<file path="config.mk">
export PLATFORM = sky130hd
export DESIGN_NAME = mc_controller_flat
export DESIGN_NICKNAME = d
export VERILOG_FILES = /design/src/rtl/mc_controller_pkg.sv /design/src/rtl/mc_controller_if.sv /design/src/rtl/alu_decoder.sv /design/src/rtl/mc_controller.sv /design/src/flat_wrapper.sv
export SDC_FILE = /design/constraint.sdc
export NUM_CORES = 1
export LEC_CHECK = 0
export CAP_MARGIN = 20
export CORE_MARGIN = 1
export CORE_UTILIZATION = 60
export CTS_BUF_LIST = sky130_fd_sc_hd__clkbuf_4
export DETAILED_ROUTE_END_ITERATION = 6
export DONT_BUFFER_PORTS = 1
export GPL_TIMING_DRIVEN = 0
export PLACE_DENSITY = 0.85
export SETUP_SLACK_MARGIN = 0.15
export SKIP_LAST_GASP = 1
export SLEW_MARGIN = 25
export SYNTH_ARGS = -nofsm -noshare
export SYNTH_HDL_FRONTEND = slang
export SYNTH_SLANG_ARGS = --single-unit
</file>
<file path="constraint.sdc">
create_clock -name clk -period 3.1 [get_ports clk]
set_clock_uncertainty 0.15 [all_clocks]
set_input_delay 0 -clock clk [delete_from_list [all_inputs] [get_ports clk]]
set_output_delay 0 -clock clk [all_outputs]
set_load 0.1 [all_outputs]
</file>
<file path="src/rtl/mc_controller_pkg.sv">
// mc_controller_pkg: shared states, encodings and decode helpers for the multicycle controller.
package mc_controller_pkg;
  typedef enum logic [3:0] {
    S_FETCH, S_DECODE, S_MEMADR, S_MEMREAD, S_MEMWB, S_MEMWRITE, S_EXECUTER, S_EXECUTEI,
    S_ALUWB, S_BRANCH, S_JAL, S_JALR1, S_JALR2, S_LUI, S_AUIPC
  } state_t;
  localparam logic [3:0] ALU_ADD = 4'b0000, ALU_SUB = 4'b0001, ALU_AND = 4'b0010, ALU_OR = 4'b0011;
  localparam logic [3:0] ALU_XOR = 4'b0100, ALU_SLT = 4'b0101, ALU_SLTU = 4'b0110;
  localparam logic [3:0] ALU_SLL = 4'b1000, ALU_SRL = 4'b1001, ALU_SRA = 4'b1010;
  localparam logic [6:0] OP_LOAD = 7'b0000011, OP_STORE = 7'b0100011, OP_RTYPE = 7'b0110011;
  localparam logic [6:0] OP_ITYPE = 7'b0010011, OP_BRANCH = 7'b1100011, OP_JAL = 7'b1101111;
  localparam logic [6:0] OP_JALR = 7'b1100111, OP_LUI = 7'b0110111, OP_AUIPC = 7'b0010111;
  localparam logic [2:0] IMM_I = 3'b000, IMM_S = 3'b001, IMM_B = 3'b010, IMM_J = 3'b011, IMM_U = 3'b100;
  localparam logic [1:0] SRCA_PC = 2'b00, SRCA_OLDPC = 2'b01, SRCA_RS1 = 2'b10, SRCA_ZERO = 2'b11;
  localparam logic [1:0] SRCB_RS2 = 2'b00, SRCB_IMM = 2'b01, SRCB_FOUR = 2'b10;
  localparam logic [1:0] RES_ALUOUT = 2'b00, RES_MEM = 2'b01, RES_ALURESULT = 2'b10;
  function automatic logic [2:0] imm_src(input logic [6:0] op);
    return (op == OP_STORE) ? IMM_S :
           (op == OP_BRANCH) ? IMM_B :
           (op == OP_JAL) ? IMM_J :
           (op == OP_LUI || op == OP_AUIPC) ? IMM_U : IMM_I;
  endfunction
  function automatic logic branch_taken(input logic [2:0] f3, input logic zero, input logic lt, input logic ltu);
    return (f3 == 3'b000) ? zero :
           (f3 == 3'b001) ? ~zero :
           (f3 == 3'b100) ? lt :
           (f3 == 3'b101) ? ~lt :
           (f3 == 3'b110) ? ltu :
           (f3 == 3'b111) ? ~ltu : 1'b0;
  endfunction
endpackage

</file>
<file path="src/rtl/mc_controller_if.sv">
// mc_controller_if: IR fields, ALU flags, memory handshake and datapath controls.
interface mc_controller_if;
  logic [6:0] op;
  logic [2:0] funct3;
  logic       funct7b5;
  logic       Zero, lt, ltu;
  logic       MemReady;
  logic [3:0] ALUControl;
  logic [1:0] ALUSrcA, ALUSrcB, ResultSrc;
  logic [2:0] ImmSrc;
  logic       PCWrite, IRWrite, RegWrite, MemWrite, AdrSrc;
  logic       Illegal;
  modport slave (
    input  op, funct3, funct7b5, Zero, lt, ltu, MemReady,
    output ALUControl, ALUSrcA, ALUSrcB, ResultSrc, ImmSrc, PCWrite, IRWrite, RegWrite, MemWrite, AdrSrc, Illegal
  );
  modport master (
    output op, funct3, funct7b5, Zero, lt, ltu, MemReady,
    input  ALUControl, ALUSrcA, ALUSrcB, ResultSrc, ImmSrc, PCWrite, IRWrite, RegWrite, MemWrite, AdrSrc, Illegal
  );
endinterface

</file>
<file path="src/rtl/alu_decoder.sv">
// alu_decoder: maps funct3/funct7b5 to ALUControl; immediate ops never subtract.
module alu_decoder
  import mc_controller_pkg::*;
(
  input  logic [2:0] i_funct3,
  input  logic       i_funct7b5,
  input  logic       i_itype,
  output logic [3:0] o_alu_control
);
  always_comb begin
    o_alu_control = ALU_AND;
    case (i_funct3)
      3'b000: o_alu_control = (i_funct7b5 && !i_itype) ? ALU_SUB : ALU_ADD;
      3'b001: o_alu_control = ALU_SLL;
      3'b010: o_alu_control = ALU_SLT;
      3'b011: o_alu_control = ALU_SLTU;
      3'b100: o_alu_control = ALU_XOR;
      3'b101: o_alu_control = i_funct7b5 ? ALU_SRA : ALU_SRL;
      3'b110: o_alu_control = ALU_OR;
      default: o_alu_control = ALU_AND;
    endcase
  end
endmodule

</file>
<file path="src/rtl/mc_controller.sv">
// mc_controller: multicycle RV32I control FSM driving datapath muxes and write enables.
module mc_controller
  import mc_controller_pkg::*;
(
  input  logic           clk,
  input  logic           reset,
  mc_controller_if.slave bus
);
  state_t     r_state, w_next;
  logic [3:0] w_alu_dec, w_alu_ctl;
  logic [1:0] w_srca, w_srcb, w_res;
  logic       w_pcw, w_irw, w_rw, w_mw, w_adr, w_ill;
  alu_decoder u_alu_dec (
    .i_funct3     (bus.funct3),
    .i_funct7b5   (bus.funct7b5),
    .i_itype      (r_state == S_EXECUTEI),
    .o_alu_control(w_alu_dec)
  );
  always_ff @(posedge clk or posedge reset)
    if (reset) r_state <= S_FETCH;
    else       r_state <= w_next;
  always_comb begin
    w_next    = S_FETCH;
    w_alu_ctl = ALU_ADD;
    w_srca    = SRCA_PC;
    w_srcb    = SRCB_RS2;
    w_res     = RES_ALUOUT;
    w_pcw     = 1'b0;
    w_irw     = 1'b0;
    w_rw      = 1'b0;
    w_mw      = 1'b0;
    w_adr     = 1'b0;
    w_ill     = 1'b0;
    case (r_state)
      S_FETCH: begin
        w_srcb = SRCB_FOUR;
        w_res  = RES_ALURESULT;
        w_irw  = bus.MemReady;
        w_pcw  = bus.MemReady;
        w_next = bus.MemReady ? S_DECODE : S_FETCH;
      end
      S_DECODE: begin
        w_srca = SRCA_OLDPC;
        w_srcb = SRCB_IMM;
        case (bus.op)
          OP_LOAD, OP_STORE: w_next = S_MEMADR;
          OP_RTYPE:          w_next = S_EXECUTER;
          OP_ITYPE:          w_next = S_EXECUTEI;
          OP_BRANCH:         w_next = S_BRANCH;
          OP_JAL:            w_next = S_JAL;
          OP_JALR:           w_next = S_JALR1;
          OP_LUI:            w_next = S_LUI;
          OP_AUIPC:          w_next = S_AUIPC;
          default:           w_ill  = 1'b1;
        endcase
      end
      S_MEMADR: begin
        w_srca = SRCA_RS1;
        w_srcb = SRCB_IMM;
        w_next = (bus.op == OP_STORE) ? S_MEMWRITE : S_MEMREAD;
      end
      S_MEMREAD: begin
        w_adr  = 1'b1;
        w_next = bus.MemReady ? S_MEMWB : S_MEMREAD;
      end
      S_MEMWB: begin
        w_res = RES_MEM;
        w_rw  = 1'b1;
      end
      S_MEMWRITE: begin
        w_adr  = 1'b1;
        w_mw   = 1'b1;
        w_next = bus.MemReady ? S_FETCH : S_MEMWRITE;
      end
      S_EXECUTER, S_EXECUTEI: begin
        w_srca    = SRCA_RS1;
        w_srcb    = (r_state == S_EXECUTEI) ? SRCB_IMM : SRCB_RS2;
        w_alu_ctl = w_alu_dec;
        w_next    = S_ALUWB;
      end
      S_ALUWB: w_rw = 1'b1;
      S_BRANCH: begin
        w_srca    = SRCA_RS1;
        w_alu_ctl = ALU_SUB;
        w_pcw     = branch_taken(bus.funct3, bus.Zero, bus.lt, bus.ltu);
      end
      S_JAL, S_JALR2: begin
        w_srca = SRCA_OLDPC;
        w_srcb = SRCB_FOUR;
        w_pcw  = 1'b1;
        w_next = S_ALUWB;
      end
      S_JALR1: begin
        w_srca = SRCA_RS1;
        w_srcb = SRCB_IMM;
        w_next = S_JALR2;
      end
      S_LUI, S_AUIPC: begin
        w_srca = (r_state == S_LUI) ? SRCA_ZERO : SRCA_OLDPC;
        w_srcb = SRCB_IMM;
        w_next = S_ALUWB;
      end
      default: w_next = S_FETCH;
    endcase
  end
  // Enables are gated by reset so FETCH cannot fire IRWrite/PCWrite while held in reset.
  assign bus.PCWrite    = w_pcw & ~reset;
  assign bus.IRWrite    = w_irw & ~reset;
  assign bus.RegWrite   = w_rw & ~reset;
  assign bus.MemWrite   = w_mw & ~reset;
  assign bus.Illegal    = w_ill & ~reset;
  assign bus.AdrSrc     = w_adr;
  assign bus.ALUControl = w_alu_ctl;
  assign bus.ALUSrcA    = w_srca;
  assign bus.ALUSrcB    = w_srcb;
  assign bus.ResultSrc  = w_res;
  assign bus.ImmSrc     = imm_src(bus.op);
endmodule

</file>
<file path="src/flat_wrapper.sv">
// flat-port wrapper written by rule: the top's interface ports become plain ports
module mc_controller_flat import mc_controller_pkg::*;
  (clk, reset, bus_op, bus_funct3, bus_funct7b5, bus_Zero, bus_lt, bus_ltu, bus_MemReady, bus_ALUControl, bus_ALUSrcA, bus_ALUSrcB, bus_ResultSrc, bus_ImmSrc, bus_PCWrite, bus_IRWrite, bus_RegWrite, bus_MemWrite, bus_AdrSrc, bus_Illegal);
  mc_controller_if bus_i ();
  input  logic clk;
  input  logic reset;
  input wire logic [$bits(bus_i.op)-1:0] bus_op;
  input wire logic [$bits(bus_i.funct3)-1:0] bus_funct3;
  input wire logic [$bits(bus_i.funct7b5)-1:0] bus_funct7b5;
  input wire logic [$bits(bus_i.Zero)-1:0] bus_Zero;
  input wire logic [$bits(bus_i.lt)-1:0] bus_lt;
  input wire logic [$bits(bus_i.ltu)-1:0] bus_ltu;
  input wire logic [$bits(bus_i.MemReady)-1:0] bus_MemReady;
  output wire logic [$bits(bus_i.ALUControl)-1:0] bus_ALUControl;
  output wire logic [$bits(bus_i.ALUSrcA)-1:0] bus_ALUSrcA;
  output wire logic [$bits(bus_i.ALUSrcB)-1:0] bus_ALUSrcB;
  output wire logic [$bits(bus_i.ResultSrc)-1:0] bus_ResultSrc;
  output wire logic [$bits(bus_i.ImmSrc)-1:0] bus_ImmSrc;
  output wire logic [$bits(bus_i.PCWrite)-1:0] bus_PCWrite;
  output wire logic [$bits(bus_i.IRWrite)-1:0] bus_IRWrite;
  output wire logic [$bits(bus_i.RegWrite)-1:0] bus_RegWrite;
  output wire logic [$bits(bus_i.MemWrite)-1:0] bus_MemWrite;
  output wire logic [$bits(bus_i.AdrSrc)-1:0] bus_AdrSrc;
  output wire logic [$bits(bus_i.Illegal)-1:0] bus_Illegal;
  assign bus_i.op = bus_op;
  assign bus_i.funct3 = bus_funct3;
  assign bus_i.funct7b5 = bus_funct7b5;
  assign bus_i.Zero = bus_Zero;
  assign bus_i.lt = bus_lt;
  assign bus_i.ltu = bus_ltu;
  assign bus_i.MemReady = bus_MemReady;
  assign bus_ALUControl = bus_i.ALUControl;
  assign bus_ALUSrcA = bus_i.ALUSrcA;
  assign bus_ALUSrcB = bus_i.ALUSrcB;
  assign bus_ResultSrc = bus_i.ResultSrc;
  assign bus_ImmSrc = bus_i.ImmSrc;
  assign bus_PCWrite = bus_i.PCWrite;
  assign bus_IRWrite = bus_i.IRWrite;
  assign bus_RegWrite = bus_i.RegWrite;
  assign bus_MemWrite = bus_i.MemWrite;
  assign bus_AdrSrc = bus_i.AdrSrc;
  assign bus_Illegal = bus_i.Illegal;
  mc_controller u_core (.clk(clk), .reset(reset), .bus(bus_i));
endmodule
</file>
==> results of run 1 <==
[Yosys cell counts, drive strengths merged (4+ instances only)]
master / number
o21ai: 12
a21oi: 6
nand2b: 6
nor2: 7
inv: 9
nand3b: 5
nor3: 12
nand2: 8
buf: 4
xnor2: 4
clkbuf: 4
dfrtp: 4
[metrics by stage]
step	setup slack (ps)	hold slack (ps)
after detailed placement	839	-366
after floorplan	-440	-379
after global placement	-578	-364
[cell families after synthesis]
logic type             count (synthesis)  synth area share [%]
flip-flops                             4                  12.4
AO/OA/AOI/OAI                         37                  32.9
XOR/XNOR                               4                  4.34
buffers and inverters                 17                  9.15
AND/OR/NAND/NOR                       56                  39.8
multiplexers                           1                  1.40
==> results.yml, run 1 <==
placed_design:
  dp_hpwl_mm: 2.10
  gp_congestion: 0.831
  dpl-instance-area_um2: 1040
  numPortBuffers: 0
  placed_cells: 139
clock_network:
  post_cts_resized: 0
  cts-root-buf: "clkbuf_4"
  cts_max_level: 1
  clockBufferDepth: 2
  ctsHoldBuffers: 9
  cts_setup_buffers: 0
  numCtsBuffers: 3
  cts_sinks: 4
floorplan:
  fp.dieH_um: 38.7
  rows: 12
  initial_utilization_pct: 68.9
  dieWidth_um: 38.7
  io_pins: 36
logic_synthesis:
  syn_area_um2: 807
  synthTopCellsByArea: "dfrtp_1 12%, nor3_1 7.4%, o21ai_0 7.4%"
  async_flop_share_pct: 100
  avgSynthCellArea_um2: 6.78
  synth_seq_area_share_pct: 12.4
  yosysWarnings: 0
  synth_seq_cells: 4
  syn-num-nets: 136
  synth-edff-count: 0
  yosysTopAreaCell: "dfrtp_1"
  synthCells: 119
  synth_top_area_share_pct: 12.4
  synth_flop_cell: "dfrtp_1"
  ys_types: 40
run_status:
  status: "stopped before the end"
  stop_stage: "clock tree synthesis"
  stop_error: "[ERROR DPL-0033] detailed placement checks failed during check placement."
==> run 2: changes to the inputs <==
- CORE_AREA: unset -> 2 2 63 65
- CORE_MARGIN: 1 -> unset
- CORE_UTILIZATION: 60 -> unset
- CTS_BUF_LIST: sky130_fd_sc_hd__clkbuf_4 -> unset
- DIE_AREA: unset -> 0 0 65 67
- PLACE_DENSITY: 0.85 -> unset
- PLACE_DENSITY_LB_ADDON: unset -> 0.15
- SETUP_SLACK_MARGIN: 0.15 -> unset
==> run 2 against run 1 <==
The flow now finishes without violations. Synthesized cell count did not move. Synthesized area did not move.
==> results.yml, run 2 <==
run_status:
  status: "finished clean"
clock_network:
  cts_tree: "yes"
  cts_sinks: 4
  cts_max_level: 1
  clkTransAtPathRegs_ps: 30
  cts-root-buf: "clkbuf_8"
  numCtsBuffers: 3
  clk_latency_ps: 220
  clockBufferDepth: 2
drt:
  vias_per_cell: 5.22
  drtIter0Drc: 18
  drcViolationCount: 0
  vias: 971
  wirelength_mm: 2.76
  drtPass1Iterations: 4
  wire_per_inst_um: 14.8
  ant_nets: 0
power:
  cellPowerDensity_nw_per_um2: 444
  ir_drop_mv: 0.189
  leakagePower_nw: 0.444
  power_uw: 547
timing:
  slew-limit-headroom_pct: 26.3
  timing.final.crit_period_ps: 2480
  setup_viol: 0
  hold_viol_final: 0
  rsz0062_at_grt: "false"
  holdWs_ps: 42.0
  tightest_slew_ps: 1110
  finalSetupTns_ps: 0
  fmax_mhz: 403
  fin_crit_sh_pct: 80.1
  maxSlewViolCount: 0
logic_synthesis:
  syn_area_um2: 807
  synth_seq_cells: 4
  synth_top_cells_by_count: "12 x nor3_1, 12 x o21ai_0, 9 x inv_1, 8 x nand2_1, 7 x nor2_1"
  async_flop_share_pct: 100
  synth-edff-count: 0
  synth_flop_cell: "dfrtp_1"
  syn-num-nets: 136
  synth_top_area_share_pct: 12.4
  yosysWarnings: 0
  yosysTopAreaCell: "dfrtp_1"
  synthTopCellsByArea: "dfrtp_1 12%, nor3_1 7.4%, o21ai_0 7.4%"
  avgSynthCellArea_um2: 6.78
  ys_types: 40
  synthCells: 119
  synth_seq_area_share_pct: 12.4
critical_path:
  critPathCaptureType: "primary output"
  worstPathArrival_ps: 2330
  critPathMaxStageDelay_ps: 860
  critical_path.top_delay_family: "compound AO/OA/AOI/OAI gates"
  cp_max_fo: 10
  crit_buf_inv: 2
  cp-startpoint: "u_core.r_state[1]$_DFF_PP0_"
  r2r-start: "u_core.r_state[0]$_DFF_PP0_"
  crit_chain: "clkbuf_1, buf_2, o21ai_0, o21ai_2"
  start_kind: "flop"
  worstSetupPathType: "flop to primary output"
  critical_path_required_ps: 2950
  slowest_stage: "o21ai_2"
floorplan:
  core_um2: 3610
  initial_utilization_pct: 22.4
  fp.dieH_um: 67
  dieWidth_um: 65
  rows: 22
  io_pins: 36
  die_area_um2: 4360
cells_and_area:
  layout_common_cells: "9 x inv_1, 9 x o21ai_0, 8 x nand2_1, 8 x dlygate4sd3_1, 8 x buf_8"
  nets: 157
  synthToLayoutAreaGrowth_pct: 52.9
  num_antenna_cells: 0
  reg_top3: "u_core.r_state x4"
  fin_util_pct: 34.2
  multi_input_comb_area_um2: 758
  top_register: "u_core.r_state"
  drive_above_1_share_pct: 27.5
  seq_area_um2: 100
  largest_reg_flops: 4
  fillers: 385
flow_run:
  maxCapViolations: 0
placed_design:
  dp_hpwl_mm: 2.05
  gp_congestion: 0.768
  numPortBuffers: 0
global_routing:
  grt_use_total_pct: 13.5
  grt_pass1_vias: 947
  grt_pass1_wl_mm: 4.60
  grt_max_degree: 11
  grt_overflow: 0
  antenna_found_initial: 0
min_path:
  worstHoldPathType: "primary input to primary output"
  holdCritStartpoint: "reset"
run 2: worst paths after layout:
kind / end / slack (ps) / cells past startpoint
setup reg to reg: u_core.r_state[2]$_DFF_PP0_ / 690 / 5
setup / recovery: bus_ALUSrcA[1] / 620 / 4
min in group asynchronous: u_core.r_state[3]$_DFF_PP0_ / 70 / 2
max in group asynchronous: u_core.r_state[2]$_DFF_PP0_ / 2560 / 2
hold / removal: bus_RegWrite / 40 / 2
hold reg to reg: u_core.r_state[1]$_DFF_PP0_ / 640 / 4
run 2: area by class of cell:
class / count / share of cell area, %
multi-input cells: 98 / 61.5
inverters: 9 / 2.74
clock buffers: 3 / 3.35
plain buffers: 8 / 3.25
repair buffers: 16 / 16.2
flip-flops and latches: 4 / 8.11
well taps: 48 / 4.87
run 2: repair_timing:
action,4_1_cts,5_1_grt
buffers inserted,0,0
endpoints found under the hold margin,9,0
hold buffers,8,0
resized for setup,0,0
run 2: cell families after synthesis:
family | share of synthesized area [%]
and+or+nand+nor | 39.8
DFF | 12.4
xor gates and xnor gates | 4.34
AOI/OAI and AO/OA | 32.9
buffers and inverters | 9.15
muxes | 1.40
run 2: per-layer routing:
| layer | routed length [µm] | track usage, % | vias up |
|---|---|---|---|
| met3 | 167 | 4.05 | 2 |
| met1 | 1300 | 18.1 | 465 |
| met2 | 1290 | 22.0 | 21 |
| met5 | 0 | 0 | - |
| li1 | - | - | 483 |
| met4 | 8 | 1.60 | 0 |
run 2: worst register-to-register path, cell delays in order (launching register included):
cell and delay [ps]:
dfrtp_1 520, or4b_4 550, a2111oi_4 360, nand2_1 80, dlygate4sd3_1 560, o211ai_1 90
run 2: metrics by stage:
stage	setup slack, ps	cells	area (µm²)
2_1_floorplan	-440	119	826
3_3_place_gp	-615	167	886
3_5_place_dp	851	175	1100
4_1_cts	609	186	1230
5_1_grt	435	186	1230
6_report	617	186	1230
run 2: report_power, final:
group,leakage (nW),switching [mW],internal [mW],total (mW)
Combinational,0.369,0.269,0.0961,0.365
Clock,0.0216,0.0322,0.0832,0.115
Sequential,0.0535,0.00924,0.0576,0.0668
(Power assumes the default switching activity.)
==> run 3: changes to the inputs <==
- clock period: 3.1 -> 2.2 ns (I/O delays scaled with it)
==> run 3 against run 2 <==
Final area rose by 0.41%. Clock power grew 33%. Combinational power increased by 46%. Worst hold slack got worse by 34 ps.
==> results.yml, run 3 (synthesized netlist as in run 2, its figures left out) <==
run_status:
  status: "finished clean"
global_routing:
  grt_pass1_vias: 919
  grt_overflow: 0
  grt_use_total_pct: 13.3
  antenna_found_initial: 0
  grt_pass1_wl_mm: 4.63
  grt_max_degree: 11
cells_and_area:
  num_antenna_cells: 0
  drive_above_1_share_pct: 30.8
  top_register: "u_core.r_state"
  synthToLayoutAreaGrowth_pct: 53.5
  nets: 152
  instances_no_fill: 181
  reg_top3: "u_core.r_state x4"
  final_common_cell: "inv_1"
  layout_common_cells: "9 x inv_1, 8 x nand2_1, 8 x o21ai_0"
  fin_util_pct: 34.4
  largest_reg_flops: 4
critical_path:
  crit_chain: "clkbuf_4, nand4bb_2, a211oi_2, o21ai_1, a21oi_4"
  critical_path.top_delay_family: "compound AO/OA/AOI/OAI gates"
  critPathCaptureType: "primary output"
  critPathMaxStageDelay_ps: 600
  crit_buf_inv: 1
  worstSetupPathType: "flop to primary output"
  cp_max_fo: 10
  start_kind: "flop"
  slowest_stage: "a21oi_4"
  worstPathArrival_ps: 2000
  critical_path_required_ps: 2050
timing:
  slew-limit-headroom_pct: 29.4
  fin_crit_sh_pct: 97.8
  timing.final.crit_period_ps: 2150
  maxSlewViolCount: 0
  rsz0062_at_grt: "true"
  finalSetupTns_ps: 0
  setup_viol: 0
  tightest_slew_ps: 1060
  fmax_mhz: 465
  hold_viol_final: 0
  holdWs_ps: 8.09
clock_network:
  cts_tree: "yes"
  cts_max_level: 1
  clk_latency_ps: 210
  cts-root-buf: "clkbuf_8"
  cts_sinks: 4
  numCtsBuffers: 3
  clockBufferDepth: 2
  clkTransAtPathRegs_ps: 30
drt:
  drtPass1Iterations: 4
  wirelength_mm: 2.71
  ant_nets: 0
  drcViolationCount: 0
  wire_per_inst_um: 15.0
  drtIter0Drc: 21
  vias: 946
  vias_per_cell: 5.23
flow_run:
  maxCapViolations: 0
power:
  cellPowerDensity_nw_per_um2: 630
  leakagePower_nw: 0.440
  power_uw: 780
  ir_drop_mv: 0.275
placed_design:
  dp_hpwl_mm: 2.03
  placed_cells: 170
  gp_congestion: 0.711
  numPortBuffers: 0
floorplan:
  dieWidth_um: 65
  io_pins: 36
  initial_utilization_pct: 22.4
  core_um2: 3610
  fp.dieH_um: 67
  rows: 22
  die_area_um2: 4360
min_path:
  worstHoldPathType: "primary input to flop"
run 3: cell types whose count changed in the layout (fill, tap and decap cells not counted), moves of 4 or more:
| cell | change |
|---|---|
| buf_8 | -5 |
| nor3_2 | -5 |
| nor3_4 | +5 |
| buf_4 | +4 |
run 3: cell type report:
class,instances,area [µm²]
Buffer,8,57.6
Clock buffer,3,41.3
Fill cell,393,2370
Inverter,9,33.8
Multi-Input combinational cell,98,823
Sequential cell,4,100
Tap cell,48,60.1
Timing Repair Buffer,11,123
run 3: through the flow:
stage	area [µm²]	worst slack, ps
after floorplan	911	-654
after global placement	971	-818
after detailed placement	1060	-104
after CTS	1210	-30.4
after global routing	1240	-55.9
final	1240	48.8
run 3: routing by layer:
layer | routed length (µm) | track usage [%] | vias to the layer above
met1 | 1180 | 16.4 | 452
li1 | - | - | 468
met5 | 0 | 0 | -
met2 | 1370 | 24.0 | 24
met3 | 145 | 2.20 | 2
met4 | 17 | 3.19 | 0
run 3: power by group:
part           internal [mW]  leakage, nW  switching (mW)
Combinational          0.142        0.365           0.391
Clock                  0.116       0.0216          0.0362
Sequential            0.0812       0.0535          0.0135
run 3: path summary, 6_finish.rpt:
path                                             startpoint                           to  slack, ps  depth (start not counted)
worst max-delay path            u_core.r_state[2]$_DFF_PP0_                  bus_PCWrite         50                          5
worst min-delay path                           bus_MemReady  u_core.r_state[0]$_DFF_PP0_          8                          4
worst max register to register  u_core.r_state[0]$_DFF_PP0_  u_core.r_state[0]$_DFF_PP0_        270                          4
worst min register to register  u_core.r_state[2]$_DFF_PP0_  u_core.r_state[2]$_DFF_PP0_        610                          4
max in group asynchronous                             reset  u_core.r_state[2]$_DFF_PP0_       1600                          2
min in group asynchronous                             reset  u_core.r_state[0]$_DFF_PP0_        140                          2
run 3: worst register-to-register path, stage by stage (launching register included):
cell	delay [ps]
dfrtp_1	540
or4b_4	550
a2111oi_4	370
nor2_1	90
o31ai_1	100
run 3: repair_timing:
action                                  4_1_cts  5_1_grt
endpoints found under the setup margin       13        7
resized for setup                            12        8
hold buffers                                  7        0
hold endpoints to repair                     10        0
pin swaps                                     2        3
buffers inserted                              0        1
